$ cat src/rtl/masked_affine_pipe.sv
// masked_affine_pipe
//
// Pipelined 3-share affine layer for the masked Midori S-box datapath.
// Each share is mapped independently through a per-beat selectable affine
// map, either forward (L, with constant 9 on share 1), inverse (L^-1, with
// constant 6 on share 1) or bypass. The map is applied combinationally ahead
// of stage 0. After that, STAGES register stages with a valid/ready handshake
// carry the three shares to the output. The registered outputs serve as glitch
// barriers towards the round registers.
//
// Ports
//   clk        in   rising-edge clock
//   rst_n      in   asynchronous active-low reset
//   in_valid   in   input beat present
//   in_ready   out  beat accepted this cycle (combinational through the chain)
//   mode       in   00 forward, 01 inverse, 10/11 bypass; sampled with beat
//   x1/x2/x3   in   input shares, nibble i at [4i+3:4i]
//   out_valid  out  output beat present
//   out_ready  in   downstream accepts
//   y1/y2/y3   out  output shares
module masked_affine_pipe #(
  parameter int NIBBLES = 16,
  parameter int STAGES  = 2
) (
  input  logic                 clk,
  input  logic                 rst_n,
  input  logic                 in_valid,
  output logic                 in_ready,
  input  logic [1:0]           mode,
  input  logic [4*NIBBLES-1:0] x1,
  input  logic [4*NIBBLES-1:0] x2,
  input  logic [4*NIBBLES-1:0] x3,
  output logic                 out_valid,
  input  logic                 out_ready,
  output logic [4*NIBBLES-1:0] y1,
  output logic [4*NIBBLES-1:0] y2,
  output logic [4*NIBBLES-1:0] y3
);

  localparam int W = 4 * NIBBLES;

  // Forward linear layer on one nibble.
  function automatic logic [3:0] lin_fwd(input logic [3:0] x);
    lin_fwd = {x[0] ^ x[2], x[3], x[3] ^ x[0], x[1]};
  endfunction

  // Inverse linear layer on one nibble.
  function automatic logic [3:0] lin_inv(input logic [3:0] y);
    lin_inv = {y[2], y[3] ^ y[1] ^ y[2], y[0], y[1] ^ y[2]};
  endfunction

  // Maps a single share. Only one share enters each call, so no logic cone
  // ever mixes shares; the constants are nonzero only for share 1.
  function automatic logic [W-1:0] map_share(
    input logic [W-1:0] x,
    input logic [1:0]   m,
    input logic [3:0]   k_fwd,
    input logic [3:0]   k_inv
  );
    logic [W-1:0] r;
    r = x;
    for (int i = 0; i < NIBBLES; i++) begin
      case (m)
        2'b00:   r[4*i +: 4] = lin_fwd(x[4*i +: 4]) ^ k_fwd;
        2'b01:   r[4*i +: 4] = lin_inv(x[4*i +: 4]) ^ k_inv;
        default: r[4*i +: 4] = x[4*i +: 4];
      endcase
    end
    return r;
  endfunction

  logic [W-1:0] m1, m2, m3;

  always_comb begin
    m1 = map_share(x1, mode, 4'h9, 4'h6);
    m2 = map_share(x2, mode, 4'h0, 4'h0);
    m3 = map_share(x3, mode, 4'h0, 4'h0);
  end

  // Stage state. The map is applied before stage 0, so mode does not need
  // to travel with the data.
  logic [STAGES-1:0] v;
  logic [W-1:0]      d1 [STAGES];
  logic [W-1:0]      d2 [STAGES];
  logic [W-1:0]      d3 [STAGES];

  // Per-stage upstream view and load enables.
  logic [STAGES-1:0] ld;
  logic [STAGES-1:0] up_v;
  logic [W-1:0]      up1 [STAGES];
  logic [W-1:0]      up2 [STAGES];
  logic [W-1:0]      up3 [STAGES];

  // A stage may load when it is empty or its content moves on this cycle;
  // the chain runs backwards from out_ready with no skid storage.
  always_comb begin
    logic chain;
    ld    = '0;
    chain = out_ready;
    for (int k = STAGES - 1; k >= 0; k--) begin
      chain = ~v[k] | chain;
      ld[k] = chain;
    end
  end

  always_comb begin
    up_v = '0;
    for (int k = 0; k < STAGES; k++) begin
      if (k == 0) begin
        up_v[k] = in_valid;
        up1[k]  = m1;
        up2[k]  = m2;
        up3[k]  = m3;
      end else begin
        up_v[k] = v[k-1];
        up1[k]  = d1[k-1];
        up2[k]  = d2[k-1];
        up3[k]  = d3[k-1];
      end
    end
  end

  // Data registers capture only real beats; a bubble moves the valid bit
  // but leaves the share registers untouched, so no share is ever zeroed
  // mid-flight.
  always_ff @(posedge clk or negedge rst_n) begin
    if (!rst_n) begin
      v <= '0;
      for (int k = 0; k < STAGES; k++) begin
        d1[k] <= '0;
        d2[k] <= '0;
        d3[k] <= '0;
      end
    end else begin
      for (int k = 0; k < STAGES; k++) begin
        if (ld[k]) begin
          v[k] <= up_v[k];
          if (up_v[k]) begin
            d1[k] <= up1[k];
            d2[k] <= up2[k];
            d3[k] <= up3[k];
          end
        end
      end
    end
  end

  assign in_ready  = ld[0];
  assign out_valid = v[STAGES-1];
  assign y1        = d1[STAGES-1];
  assign y2        = d2[STAGES-1];
  assign y3        = d3[STAGES-1];

endmodule
$ cat config.mk
export PLATFORM = sky130hd
export DESIGN_NAME = masked_affine_pipe
export DESIGN_NICKNAME = d
export VERILOG_FILES = /design/src/rtl/masked_affine_pipe.sv
export SDC_FILE = /design/constraint.sdc
export NUM_CORES = 1
export LEC_CHECK = 0
export BUFFER_PORTS_ARGS = -buffer_cell sky130_fd_sc_hd__buf_2
export CAP_MARGIN = 10
export CORE_MARGIN = 3
export CORE_UTILIZATION = 50
export DETAILED_ROUTE_END_ITERATION = 7
export PLACE_DENSITY = 0.84
export SLEW_MARGIN = 5
export SYNTH_ARGS = -nofsm -noshare
export SYNTH_HDL_FRONTEND = slang
export SYNTH_SLANG_ARGS = --single-unit
$ cat constraint.sdc
create_clock -name clk -period 1.5 [get_ports clk]
set_clock_uncertainty 0.2 [all_clocks]
set_input_delay 0.075 -clock clk [delete_from_list [all_inputs] [get_ports clk]]
set_output_delay 0.075 -clock clk [all_outputs]
set_load 0.1 [all_outputs]
Word level (Yosys, flattened, before mapping):

Cells that the tools add are included.

* add/sub/neg operators: 0
* multipliers: 0
* div/mod/pow operators: 0
* $lt $le $gt $ge: 0
* equal/unequal tests: 1
* shifts and indexed selects: 0
* mux-type cells: 48
* bitwise operators: 276
* reductions and logical operators: 3

Operators with widths (count)
* one-hot mux 4 bit (2 select lines): 48
* XOR 1 bit: 240
* NOT 2 bit: 32
* AND reduction 2 bit: 2
* == test 2 x 1 -> 1 bit, second input constant: 1
* logical NOT 2 bit: 1
* NOT 1 bit: 2
* bitwise OR 1 bit: 2

* flip-flop bits (word level): 386
* latch bits: 0
* RAM bits: 0
* bits in read-only memories: 0
* input port bits: 198
* output and inout bits: 194
* memories: 0

Logic depth before layout (Yosys ltp):

* word-level depth: 4
* depth in mapped cells: 7
* depth with buffers taken out: 4

Worst setup path before layout:

No wires, ideal clock.

* path type: flip-flop to flip-flop
* start: register v[1]
* end: register d2[100] (netlist name)
* library setup time: 125 ps
* arrival: 2398 ps
* path slack: -1223 ps
* cell stages (with the launch flop): 6
* cells stage by stage: dfrtp_1 nand3b_4 nand2_4 buf_6 buf_2 mux2_2

* longest elaborated chain between the ends: 4

Ends and longest elaborated chain
* start, declared: line 82 `logic [STAGES-1:0] v;`
* start signal, assigned by index: line 137 `v[k] <= up_v[k];`
* NOT 1 bit: line 101 `chain = ~v[k] | chain;`
* bitwise OR 1 bit (2 in series): line 101
* net in_ready: line 28 `output logic in_ready,`
* AND reduction 2 bit (no line)
* end signal, assigned by index: line 140 `d2[k] <= up2[k];`
* end, declared: line 84 `logic [W-1:0] d2 [STAGES];`

The timed path passes the listed nets, and every way through them passes these cells.
A chain may end at the register's enable or synchronous reset.

Worst setup path after layout:

* start: register v[1]
* end: register d1[107] (netlist name)

* longest elaborated chain between the ends: 4

Ends and longest elaborated chain
* NOT 1 bit: line 101
* bitwise OR 1 bit (2 in series): line 101
* AND reduction 2 bit (no line)
* end signal, assigned by index: line 139 `d1[k] <= up1[k];`
* end, declared: line 83 `logic [W-1:0] d1 [STAGES];`

Every way passes these cells.

==> impl_metrics.toml <==
[finish]
num-fill-cells = 2632
final_core_util_pct = 68.16
nNetsFinal = 2812
area_growth_syn_to_layout_pct = 33.72
finalInstanceArea_um2 = 28780
drive_above_1_share_pct = 34.09
instances_no_fill = 3190

[cts]
clk_path_buf_depth = 3
cts-root-buf = "clkbuf_16"
worstSkewPairLatency_ns = 0.56
htreeDepth = 2
holdBufCountCts = 288
clock_sinks = 386
cts_buffers = 44
cts_tree = "yes"
path_clk_slew_ns = 0.07

[routing]
drt_iter0_markers = 1649
final_antenna_net_count = 0
via_count = 19100
drt-vias-per-instance = 5.987
drt-pass1-iter-count = 6
drc_errors = 0
wire_per_inst_um = 22.62
routed_wl_um = 72160

[timing]
finalCritPeriodShare_pct = 121.9
timing.final.ws_setup_ns = -0.3286
tns_ns = -122.16
final-setup-viol-count = 575
whs_ns = -0.1459
fmax_mhz = 546.9
hold_viol = 2
drv_slew = 0
rsz0062_at_grt = "true"
fin_crit_ns = 1.829
tightest_slew_ns = 0.5499
relSlewSlack_pct = 63.59

[global_routing]
grt_pass1_vias = 19640
grt_pass1_wl_um = 105200
grt_overflow = 0
grtUsageTotal_pct = 29.09
grt_antenna_before_repair = 10
grt_max_degree = 66

[yosys]
synth_area_um2 = 21520
netlist_instances = 2059
yosys_register_bits = 386
synth.area.top_cells = "dfrtp_1 (45%), mux2_2 (12%), buf_4 (8.0%), nand2_1 (3.9%), mux2i_1 (3.7%)"
synth_nets = 2257
synth.distinct_cells = 33
yosysSeqAreaShare_pct = 44.88
synth.avg_cell_area_um2 = 10.45
yosys.area.top_type_share_pct = 44.88
synth_area_leader_cell = "dfrtp_1"
ys_warn_count = 0

[critical_path]
worstSetupPathType = "reg -> reg"
startpoint_type = "register"
endpoint_kind = "register"
crit_path_max_incr_delay_ns = 0.48
crit_fanout = 9
critPathSlowestCell = "dfrtp_4"
path_cells = "buf_6 -> nand3b_4 -> buf_12 -> nand2_8 -> buf_12 -> buf_16 -> o31ai_2"
cpMostUsedCell = "buf_12"
arrival_ns = 2.10
required_ns = 1.77

[power_and_ir_drop]
p_leak_nw = 13.29
power_mw = 45.75
power_density_nw_per_um2 = 1590
peakVddDrop_v = 0.001396

[place]
gp_congestion = 0.8637
dp_hpwl_um = 39360
placedCellCount = 2789
portBuffers = 391
post-place-ws_ns = -0.3188
placed_area_um2 = 23640

[floorplanning]
initial_core_util_pct = 50.97
chipHeight_um = 213.5
ios = 392
core-area_um2 = 42230
fp.dieW_um = 213.5
rows = 75
die_area_um2 = 45570

[status]
status = "finished with violations"
violations = "negative hold slack, negative setup slack"

[min_path]
hold_path.class = "in -> reg"

[run]
max_cap_viol_count = 0
## sequential cells by signal, summed over array words and instances, names as in the netlist
signal  cells
d1         64
d2         64
d3         64
v           2
y1         64
y2         64
y3         64
## critical path, delay by kind of cell, from the launching register on
family | cells | cell delay [ns]
buffers and inverters | 4 | 0.60
and+or+nand+nor | 2 | 0.20
AOI/OAI and AO/OA | 1 | 0.25
DFF | 1 | 0.48
## per-layer routing
metal  vias to the layer above  global-route usage [%]  part of all wire, %
met2                      1227                   50.22                   49
met4                         6                   18.19                  6.7
met5                         -                       0                0.050
li1                       8139                       -                    -
met3                       408                   7.666                  8.8
met1                      9318                   32.09                   35
## synthesized netlist by cell type, drive strengths merged
| library cell | count |
|---|---|
| a211oi | 16 |
| a21oi | 16 |
| a31oi | 32 |
| and3b | 16 |
| buf | 298 |
| clkbuf | 23 |
| dfrtp | 386 |
| inv | 2 |
| mux2 | 224 |
| mux2i | 80 |
| nand2 | 226 |
| nand2b | 67 |
| nand3b | 1 |
| nor2 | 80 |
| nor2b | 63 |
| nor3 | 32 |
| nor3b | 33 |
| o211ai | 48 |
| o21a | 16 |
| o21ai | 176 |
| o221ai | 48 |
| o22ai | 32 |
| o31ai | 16 |
| xnor2 | 81 |
| xor2 | 47 |
## logic make-up after synthesis
| family | synth area share, % |
|---|---|
| compound gates | 12.23 |
| flops | 44.88 |
| buf+inv | 10.42 |
| mux | 15.44 |
| simple gates | 11.82 |
| xor+xnor | 5.209 |
## final cells by class
type	instances	area, um^2	share of cell area [%]
Timing Repair Buffer	827	6815	23.68
Clock inverter	15	165.2	0.5738
Clock buffer	60	1272	4.421
Tap cell	539	674.4	2.343
Multi-Input combinational cell	1353	10150	35.28
Sequential cell	386	9664	33.58
Antenna cell	8	20.02	0.06956
Inverter	2	15.01	0.05217
## final timing paths
path,from,to,slack [ns],cells after the start
worst max-delay path,v[1],d1[107],-0.33,7
worst min-delay path,out_ready,v[1],-0.15,4
worst max register to register,v[1],d1[107],-0.33,7
worst min register to register,d1[67],d1[67],0.28,2
max in group asynchronous,rst_n,d3[127],0.08,5
min in group asynchronous,rst_n,y1[12],0.33,3
## repair_timing
item                       in CTS  in global routing
resized for setup              15                 89
hold endpoints to repair      580                  2
pin swaps                       0                  7
setup endpoints to repair     562                575
buffers inserted                3                  9
cloned                          0                 18
## layout by cell type (no fill, tap or decap), types with 33 or more instances in the layout
master	n
dfrtp_1	384
nor2b_1	63
clkbuf_16	57
xnor2_1	81
xor2_1	47
mux2_4	82
o221ai_1	48
nand2b_1	66
mux2_2	142
nor2_1	79
nand2_1	209
buf_12	36
buf_4	85
mux2i_1	80
nor3b_1	33
dlygate4sd3_1	287
buf_2	380
o21ai_1	97
o21ai_0	71
## power breakdown
part	total [mW]	switching [mW]	internal, mW
sequential	14.5	1.75	12.8
clock	10.9	4.44	6.44
combinational	20.4	15.1	5.24
(Power assumes the default switching activity.)
